$ cat config.mk
export PLATFORM = sky130hd
export DESIGN_NAME = fetch_seq
export DESIGN_NICKNAME = d
export VERILOG_FILES = /design/src/rtl/fetch_pkg.sv /design/src/rtl/fetch_fmt_decode.sv /design/src/rtl/fetch_seq.sv
export SDC_FILE = /design/constraint.sdc
export NUM_CORES = 1
export LEC_CHECK = 0
export ABC_AREA = 1
export CAP_MARGIN = 10
export CORE_MARGIN = 3
export CORE_UTILIZATION = 30
export CTS_CLUSTER_SIZE = 8
export DETAILED_ROUTE_END_ITERATION = 10
export GPL_TIMING_DRIVEN = 0
export PLACE_DENSITY = 0.72
export RECOVER_POWER = 50
export SLEW_MARGIN = 25
export SYNTH_ARGS = -nofsm -noshare
export SYNTH_HDL_FRONTEND = slang
export SYNTH_SLANG_ARGS = --single-unit
$ cat constraint.sdc
create_clock -name i_clk -period 6.5 [get_ports i_clk]
set_clock_uncertainty 0.2 [all_clocks]
set_input_delay 0.975 -clock i_clk [delete_from_list [all_inputs] [get_ports i_clk]]
set_output_delay 0.975 -clock i_clk [all_outputs]
set_load 0.02 [all_outputs]
$ cat src/rtl/fetch_pkg.sv
// Shared constants for the fetch sequencer: RV32 base opcodes, instruction-format
// one-hot bit positions and the sequencer state encoding.
package fetch_pkg;

    localparam logic [6:0] OPC_OP     = 7'b0110011;
    localparam logic [6:0] OPC_OPIMM  = 7'b0010011;
    localparam logic [6:0] OPC_LOAD   = 7'b0000011;
    localparam logic [6:0] OPC_JALR   = 7'b1100111;
    localparam logic [6:0] OPC_SYSTEM = 7'b1110011;
    localparam logic [6:0] OPC_STORE  = 7'b0100011;
    localparam logic [6:0] OPC_BRANCH = 7'b1100011;
    localparam logic [6:0] OPC_LUI    = 7'b0110111;
    localparam logic [6:0] OPC_AUIPC  = 7'b0010111;
    localparam logic [6:0] OPC_JAL    = 7'b1101111;

    localparam int FMT_R = 0;
    localparam int FMT_I = 1;
    localparam int FMT_S = 2;
    localparam int FMT_B = 3;
    localparam int FMT_U = 4;
    localparam int FMT_J = 5;
    localparam int FMT_W = 6;

    typedef enum logic [1:0] {
        S_IDLE = 2'd0,
        S_REQ  = 2'd1,
        S_WAIT = 2'd2,
        S_HOLD = 2'd3
    } state_t;

endpackage

$ cat src/rtl/fetch_fmt_decode.sv
// Opcode -> one-hot instruction format classifier (R/I/S/B/U/J), purely combinational.
// Unrecognised opcodes, including any with bits [1:0] != 2'b11, give format 0 and illegal.
module fetch_fmt_decode
    import fetch_pkg::*;
(
    input  logic [6:0]       i_opcode,
    output logic [FMT_W-1:0] o_format,
    output logic             o_illegal
);

    always_comb begin
        o_format  = '0;
        o_illegal = 1'b0;
        case (i_opcode)
            OPC_OP:                                   o_format[FMT_R] = 1'b1;
            OPC_OPIMM, OPC_LOAD, OPC_JALR, OPC_SYSTEM: o_format[FMT_I] = 1'b1;
            OPC_STORE:                                o_format[FMT_S] = 1'b1;
            OPC_BRANCH:                               o_format[FMT_B] = 1'b1;
            OPC_LUI, OPC_AUIPC:                       o_format[FMT_U] = 1'b1;
            OPC_JAL:                                  o_format[FMT_J] = 1'b1;
            default:                                  o_illegal       = 1'b1;
        endcase
    end

endmodule

$ cat src/rtl/fetch_seq.sv
// Single-outstanding instruction fetch sequencer with redirect/squash handling.
// Define FETCH_PERF_EN to build the fetch and squash performance counters.
module fetch_seq
    import fetch_pkg::*;
#(
    parameter logic [31:0] RESET_ADDR = 32'h0000_0000
) (
    input  logic        i_clk,
    input  logic        i_rst,
    output logic        o_imem_req,
    output logic [31:0] o_imem_addr,
    input  logic        i_imem_gnt,
    input  logic        i_imem_rvalid,
    input  logic [31:0] i_imem_rdata,
    input  logic        i_redirect,
    input  logic [31:0] i_redirect_addr,
    output logic        o_inst_valid,
    input  logic        i_inst_ready,
    output logic [31:0] o_inst,
    output logic [31:0] o_inst_pc,
    output logic [5:0]  o_format,
    output logic        o_illegal,
    output logic [31:0] o_fetch_count,
    output logic [31:0] o_squash_count
);

    state_t      state, state_nx;
    logic [31:0] pc, pc_nx;
    logic        discard, discard_nx;
    logic        load;
    logic [31:0] inst_buf;
    logic [31:0] inst_pc_buf;
    logic [5:0]  fmt;
    logic        ill;

    always_ff @(posedge i_clk or posedge i_rst) begin
        if (i_rst) begin
            state   <= S_IDLE;
            pc      <= RESET_ADDR;
            discard <= 1'b0;
        end else begin
            state   <= state_nx;
            pc      <= pc_nx;
            discard <= discard_nx;
        end
    end

    always_comb begin
        state_nx   = state;
        pc_nx      = pc;
        discard_nx = discard;
        load       = 1'b0;
        case (state)
            S_IDLE: state_nx = S_REQ;
            S_REQ: begin
                if (i_imem_gnt) begin
                    state_nx = S_WAIT;
                    // the granted request is for the old pc, so its reply must be dropped
                    if (i_redirect) discard_nx = 1'b1;
                end
            end
            S_WAIT: begin
                if (i_imem_rvalid) begin
                    if (discard || i_redirect) begin
                        discard_nx = 1'b0;
                        state_nx   = S_REQ;
                    end else begin
                        load     = 1'b1;
                        pc_nx    = pc + 32'd4;
                        state_nx = S_HOLD;
                    end
                end else if (i_redirect) begin
                    discard_nx = 1'b1;
                end
            end
            S_HOLD: begin
                if (i_inst_ready || i_redirect) state_nx = S_REQ;
            end
            default: state_nx = S_IDLE;
        endcase
        // last redirect wins; it overrides any pc+4 from this cycle
        if (i_redirect) pc_nx = i_redirect_addr & ~32'h3;
    end

    always_ff @(posedge i_clk or posedge i_rst) begin
        if (i_rst) begin
            inst_buf    <= '0;
            inst_pc_buf <= RESET_ADDR;
        end else if (load) begin
            inst_buf    <= i_imem_rdata;
            inst_pc_buf <= pc;
        end
    end

    fetch_fmt_decode u_fmt (
        .i_opcode  (inst_buf[6:0]),
        .o_format  (fmt),
        .o_illegal (ill)
    );

    assign o_imem_req   = (state == S_REQ);
    assign o_imem_addr  = pc;
    assign o_inst_valid = (state == S_HOLD);
    assign o_inst       = inst_buf;
    assign o_inst_pc    = inst_pc_buf;
    assign o_format     = fmt;
    assign o_illegal    = ill & o_inst_valid;

`ifdef FETCH_PERF_EN
    logic        fetch_evt;
    logic        squash_evt;
    logic [31:0] fetch_cnt;
    logic [31:0] squash_cnt;

    assign fetch_evt  = (state == S_HOLD) && i_inst_ready && !i_redirect;
    assign squash_evt = ((state == S_HOLD) && i_redirect) ||
                        ((state == S_WAIT) && i_imem_rvalid && (discard || i_redirect));

    always_ff @(posedge i_clk or posedge i_rst) begin
        if (i_rst) begin
            fetch_cnt  <= '0;
            squash_cnt <= '0;
        end else begin
            if (fetch_evt)  fetch_cnt  <= fetch_cnt + 32'd1;
            if (squash_evt) squash_cnt <= squash_cnt + 32'd1;
        end
    end

    assign o_fetch_count  = fetch_cnt;
    assign o_squash_count = squash_cnt;
`else
    assign o_fetch_count  = 32'd0;
    assign o_squash_count = 32'd0;
`endif

endmodule
==> metrics.md, run 1 <==
| Metric | Value |
|---|---|
| Outcome | finished with violations |
| Violated checks | max-capacitance violations, max-slew violations |
| Cell Pwr Density | 314.9 nW/µm² |
| Mean Syn Cell Area | 7.420 µm² |
| YS warnings | 0 |
| Top delay family on crit path | buffers and inverters |
| Clock-pin slew on the worst setup and hold paths | 0.07 ns |
| Post-CTS sizing | 0 |
| Peak supply drop | 0.1794 mV |
| Tcrit/Tclk final | 47.83% |
| Leakage | 3.854 nW |
| Final Util | 45.29% |
| Initial Util | 30.91% |
| CTS buffer count | 9 |
| Clock root cell | clkbuf_16 |
| Endpoints failing hold | 0 |
| Slowest cell on crit path | clkdlybuf4s50_1 |
| DRT Pass-1 Iters | 4 |
| Routed WL | 16470 µm |
| Top cell type's share of synthesized area | 44.01% |
| Synth area leader | dfrtp_1 |
| Actual slew at the worst max-slew pin | 1.628 ns |
| CP Cell Sequence | nand2_1 -> inv_1 -> nand4_1 -> nand2_1 -> nor3_1 -> clkdlybuf4s50_1 |
| Post-synthesis sequential area ratio | 44.01% |
| Layout Cells excl Fill | 1204 |
| Top Layer Used | met5 |
| Syn Inst Count | 728 |
| Floorplan row count | 48 |
| Top cells by area, synth | dfrtp_1 44%, nand2_1 16%, buf_4 9.5% |
| Hold Path Class | flop to flop |
| Global route overflow | 0 |
| WL met1 | 7152 µm |
| Ys async rst share | 100.0% |
| Critical path launch point | o_inst[1]$_DFFE_PP0P_ |
| Placer congestion estimate | 0.8809 |
| Buf/Inv on CP | 2 |
| Ant diodes | 0 |
| Crit path kind | flop to output pin |
| Routed Antenna Nets | 0 |
| RSZ-0062 raised after global routing | no |
| Most frequent cells in the layout | 234 x nand2_1, 164 x clkdlybuf4s50_1, 95 x dfrtp_1 |
| Synth cell types | 29 |
| Number of synthesized flops with an enable pin | 0 |
| Layout Nets | 1049 |
| IO Count | 239 |
| Logic pwr share | 41.6% |
| Number of antenna violations at the first check in global routing | 1 |
| Detailed placement HPWL | 12840 µm |
| Sink Count | 95 |
| Internal reg-to-reg setup slack | 4.01 ns |
| Share of total power in sequential cells | 36.5% |
| Pins Over Slew Limit | 35 |
| Clock Path Buffers | 2 |
| CP Max Fanout | 4 |
| Hold Startpoint | o_inst[12]$_DFFE_PP0P_ |
| Max cap viols | 1 |
| Crit-path max cell delay | 0.63 ns |
| WP data required | 5.32 ns |
| Residual DRC count | 0 |
| DRT iter0 DRCs | 384 |
| Sw frac | 37.56% |
| Port-buffer cells | 167 |
| Gr usage total | 16.75% |
| Final setup TNS | 0 ns |
| # H-tree levels | 3 |
| Share of post-route cells with drive strength above 1 | 10.83% |
| Ys flop type | dfrtp_1 |
| Routed wl met2 | 7682 µm |
| FMAX | 0.3216 GHz |
| Clock latency on the worst-skew pair | 0.35 ns |
| Met3 WL | 1349 µm |
| Kind of end point of the critical path | output pin |
| Clock share of power | 22.0% |
| Flops & latches, synth | 95 |
| CTS tree | built |
| Post-CTS setup buffer count | 0 |
| Net switching power | 936.3 µW |
| First-pass GRT wire length | 26310 µm |
| Vias | 5162 |
| Vias in the first global route | 4933 |
| Dpl cells | 1188 |
| Worst relative slew slack | -9.136% |
| CP dominant cell by count | nand2_1 |
| Die Height | 140.2 µm |
| Worst Setup Start Kind | flop |
| Final setup fails | 0 |
| Final period demand of the worst path | 3.109 ns |
| Most common cell after layout, fill and taps aside | nand2_1 |
| DR vias/cell | 4.287 |
| WP data arrival | 1.93 ns |
| Largest net degree at the start of global routing | 62 |
| Post-cts hold buffer count | 0 |
| Routed WL per cell | 13.68 µm |
| Die area | 19650 µm² |
| Core Region | 17480 µm² |
| Area Overhead vs Synth | 46.54% |
| Mapped Area | 5401 µm² |
| Pint | 1.556 mW |
| Reg-to-Reg Start | state[0]$_DFFE_PP0P_ |
| Chip width | 140.2 µm |
## synthesized netlist by cell type (9+ instances only)
master    count
nand2_1     234
dfrtp_1      95
nor2_1       73
o21ai_0      71
buf_4        68
inv_1        66
nand3_1      44
clkbuf_1     11
nand3b_1     11
buf_2         9
## power by group through the flow
stage | clock network, mW | registers [mW] | logic, mW
floorplan | 0 | 1.12 | 0.332
global placement | 0 | 0.912 | 1.04
detailed placement | 0 | 0.916 | 1.05
CTS | 0.563 | 0.910 | 1.05
global route | 0.588 | 0.940 | 1.12
finish | 0.548 | 0.909 | 1.04
## state kept, by name, indices dropped and copies added, names as in the netlist
name,count
o_inst,32
state,2
discard,1
o_inst_pc,30
o_imem_addr,30
## metrics by stage
| stage | instance area [µm²] | total power [mW] | hold WS [ns] | setup WS (ns) |
|---|---|---|---|---|
| floorplan | 5653 | 1.449 | 0.3027 | 2.848 |
| global placement | 7606 | 1.947 | 0.2623 | 1.113 |
| detailed placement | 7639 | 1.963 | 0.2652 | 3.640 |
| CTS | 7938 | 2.522 | 0.2865 | 3.372 |
| global route | 7915 | 2.651 | 0.3080 | 3.239 |
| finish | 7915 | 2.493 | 0.2808 | 3.391 |
## kinds of logic after synthesis
logic type	synth area share [%]
simple gates	29.65
buf+inv	16.75
flops	44.01
compound gates	8.038
fa+ha+maj	1.158
xor+xnor	0.3244
other cells	0.06943
## layout make-up
cell class	count	area, µm²
Fill cell	1748	9562
Clock buffer	10	229.0
Tap cell	225	281.5
Timing Repair Buffer	168	1699
Inverter	67	252.7
Buffer	93	639.4
Sequential cell	95	2377
Multi-Input combinational cell	540	2366
Clock inverter	6	70.07
## worst register-to-register path, stage by stage, from the launching register on
cell and delay, ns:
dfrtp_1 0.43, inv_1 0.07, ha_1 0.25, nand3_1 0.16, clkbuf_1 0.53, clkbuf_1 0.50, nor2_1 0.10, nand2_1 0.09
nand3_1 0.06
## final timing paths
check                                               to  depth (start not counted)
max                                          o_illegal                          6
min                             o_inst[12]$_DFFE_PP0P_                          2
max reg2reg                o_imem_addr[21]$_DFFE_PP0P_                          8
min reg2reg                     o_inst[12]$_DFFE_PP0P_                          2
max in group asynchronous       o_inst[14]$_DFFE_PP0P_                          3
min in group asynchronous       o_inst[24]$_DFFE_PP0P_                          2
## routing by layer
metal  GRT usage (%)  vias up
met4           5.354        2
met2           26.56      168
li1                -     2636
met5               0        -
met3           4.370       19
met1           22.42     2337
Note: power is estimated with default switching activity, not from simulation.
==> run 2, diff against run 1 <==
Settings changed: PLACE_DENSITY 0.72 to 0.74.
Clock period 6.5 ns to 2.57 ns, I/O delays scaled along.
==> metrics.md, run 2 (synthesis gave the netlist of run 1 again) <==
| Metric | Value |
|---|---|
| Hold Path Class | input port to flop |
| Die area | 19650 µm² |
| Number of antenna violations at the first check in global routing | 1 |
| Actual slew at the worst max-slew pin | 0.8013 ns |
| Post-Place Setup Slack | 0.2922 ns |
| Clock-pin slew on the worst setup and hold paths | 0.07 ns |
| Cell area after layout | 7963 µm² |
| Outcome | finished, final reports clean |
| Worst relative slew slack | 46.58% |
| Largest net degree at the start of global routing | 31 |
| Pins Over Slew Limit | 0 |
| Gr usage total | 16.79% |
| Vias | 5190 |
| Kind of end point of the critical path | output pin |
| Sink Count | 95 |
| Die Height | 140.2 µm |
| Max reg flops | 32 |
| Chip width | 140.2 µm |
| Reg-to-Reg Start | state[0]$_DFFE_PP0P_ |
| Slowest cell on crit path | clkdlybuf4s50_1 |
| Final setup fails | 0 |
| Routed Antenna Nets | 0 |
| CTS buffer count | 9 |
| Port-buffer cells | 167 |
| First-pass GRT wire length | 26500 µm |
| Final worst slack | 0.1736 ns |
| Most frequent cells in the layout | 234 x nand2_1, 147 x clkdlybuf4s50_1, 95 x dfrtp_1 |
| Final period demand of the worst path | 2.396 ns |
| CTS tree | built |
| Layout Nets | 1051 |
| # H-tree levels | 3 |
| DRT iter0 DRCs | 322 |
| CP Cell Sequence | nand2_1 -> nor3_1 -> nand2_1 -> nand2_1 -> clkdlybuf4s50_1 |
| Leakage | 3.949 nW |
| Residual DRC count | 0 |
| Detailed placement HPWL | 13060 µm |
| Fillers | 1765 |
| Final Util | 45.56% |
| Post-cts hold buffer count | 0 |
| Global route overflow | 0 |
| Endpoints failing hold | 0 |
| Cell Pwr Density | 801.0 nW/µm² |
| CP Max Fanout | 4 |
| Critical path launch point | o_inst[0]$_DFFE_PP0P_ |
| Clock root cell | clkbuf_16 |
| Share of post-route cells with drive strength above 1 | 11.24% |
| Floorplan row count | 48 |
| DR vias/cell | 4.307 |
| Most common cell after layout, fill and taps aside | nand2_1 |
| Top delay family on crit path | buffers and inverters |
| Routed WL per cell | 13.81 µm |
| Crit path kind | flop to output pin |
| Max cap viols | 0 |
| Clock latency on the worst-skew pair | 0.35 ns |
| Initial Util | 30.91% |
| Clock Path Buffers | 2 |
| Crit-path max cell delay | 0.61 ns |
| Placer congestion estimate | 0.8613 |
| Routed WL | 16640 µm |
| DRT Pass-1 Iters | 4 |
| Area Overhead vs Synth | 47.42% |
| Hold Startpoint | i_redirect |
| Core Region | 17480 µm² |
| Buf/Inv on CP | 1 |
| Placed cell area | 7670 µm² |
| Vias in the first global route | 5116 |
| WP data arrival | 1.81 ns |
| RSZ-0062 raised after global routing | no |
| Worst Setup Start Kind | flop |
| CP dominant cell by count | nand2_1 |
| Tcrit/Tclk final | 93.24% |
| IO Count | 239 |
| FMAX | 0.4173 GHz |
| Peak supply drop | 0.3980 mV |
| WP data required | 1.98 ns |
run 2: cell types whose count changed in the layout (fill, tap and decap cells not counted), sizes merged:
cell / change
clkdlybuf4s50: -17
dlygate4sd3: +16
buf: +3
clkinvlp: -2
bufinv: +1
clkinv: -1
diode: +1
dlymetal6s2s: +1
inv: -1
run 2: area by class of cell:
class / count / area (µm²) / area share, %
Antenna cell: 1 / 2.502 / 0.03143
Clock buffer: 11 / 252.7 / 3.174
Inverter: 67 / 252.7 / 3.174
Buffer: 93 / 643.1 / 8.077
Multi-Input combinational cell: 540 / 2366 / 29.71
Sequential cell: 95 / 2377 / 29.86
Timing Repair Buffer: 170 / 1719 / 21.59
Clock inverter: 3 / 67.56 / 0.8485
Tap cell: 225 / 281.5 / 3.536
run 2: report_power, final:
group	total, mW	internal (mW)	switching [mW]
sequential	2.29	1.96	0.338
clock	1.49	0.896	0.595
combinational	2.59	1.18	1.41
total	6.38	4.04	2.34
run 2: worst reg2reg max path: cells and delay by family, from the launching register on:
family	cells	cell delay [ns]
buffers and inverters	3	0.91
and+or+nand+nor	4	0.40
adders and majority gates	1	0.24
DFF	1	0.41
run 2: layer usage:
| metal | vias up | track usage [%] | share of wire (%) |
|---|---|---|---|
| met3 | 20 | 3.756 | 7.3 |
| met2 | 169 | 27.04 | 47 |
| met1 | 2368 | 22.18 | 44 |
| met4 | 0 | 6.068 | 2.0 |
| li1 | 2633 | - | - |
| met5 | - | 0 | 0 |
run 2: worst paths after layout:
check,cells after the start,end,slack [ns]
worst max register to register,8,o_imem_addr[21]$_DFFE_PP0P_,0.28
worst min-delay path,4,o_imem_addr[3]$_DFFE_PP0P_,0.16
worst max-delay path,5,o_format[1],0.17
max in group asynchronous,4,o_inst_pc[26]$_DFFE_PP0P_,0.61
min in group asynchronous,2,o_inst[26]$_DFFE_PP0P_,0.31
worst min register to register,2,o_inst[11]$_DFFE_PP0P_,0.28
run 2: what timing repair did:
item / in CTS / in global routing
buffers inserted: 0 / 0
resized for setup: 0 / 1
setup endpoints to repair: 0 / 1
endpoints found under the hold margin: 0 / 0
run 2: per-stage QoR:
| stage | setup TNS (ns) | hold WS, ns | power, mW | instances |
|---|---|---|---|---|
| 2_1_floorplan | 0 | 0.2951 | 3.666 | 795 |
| 3_3_place_gp | -25.80 | 0.2618 | 4.921 | 1187 |
| 3_5_place_dp | 0 | 0.2639 | 4.976 | 1190 |
| 4_1_cts | 0 | 0.1425 | 6.497 | 1204 |
| 5_1_grt | 0 | 0.1783 | 6.747 | 1205 |
| 6_report | 0 | 0.1619 | 6.378 | 1205 |
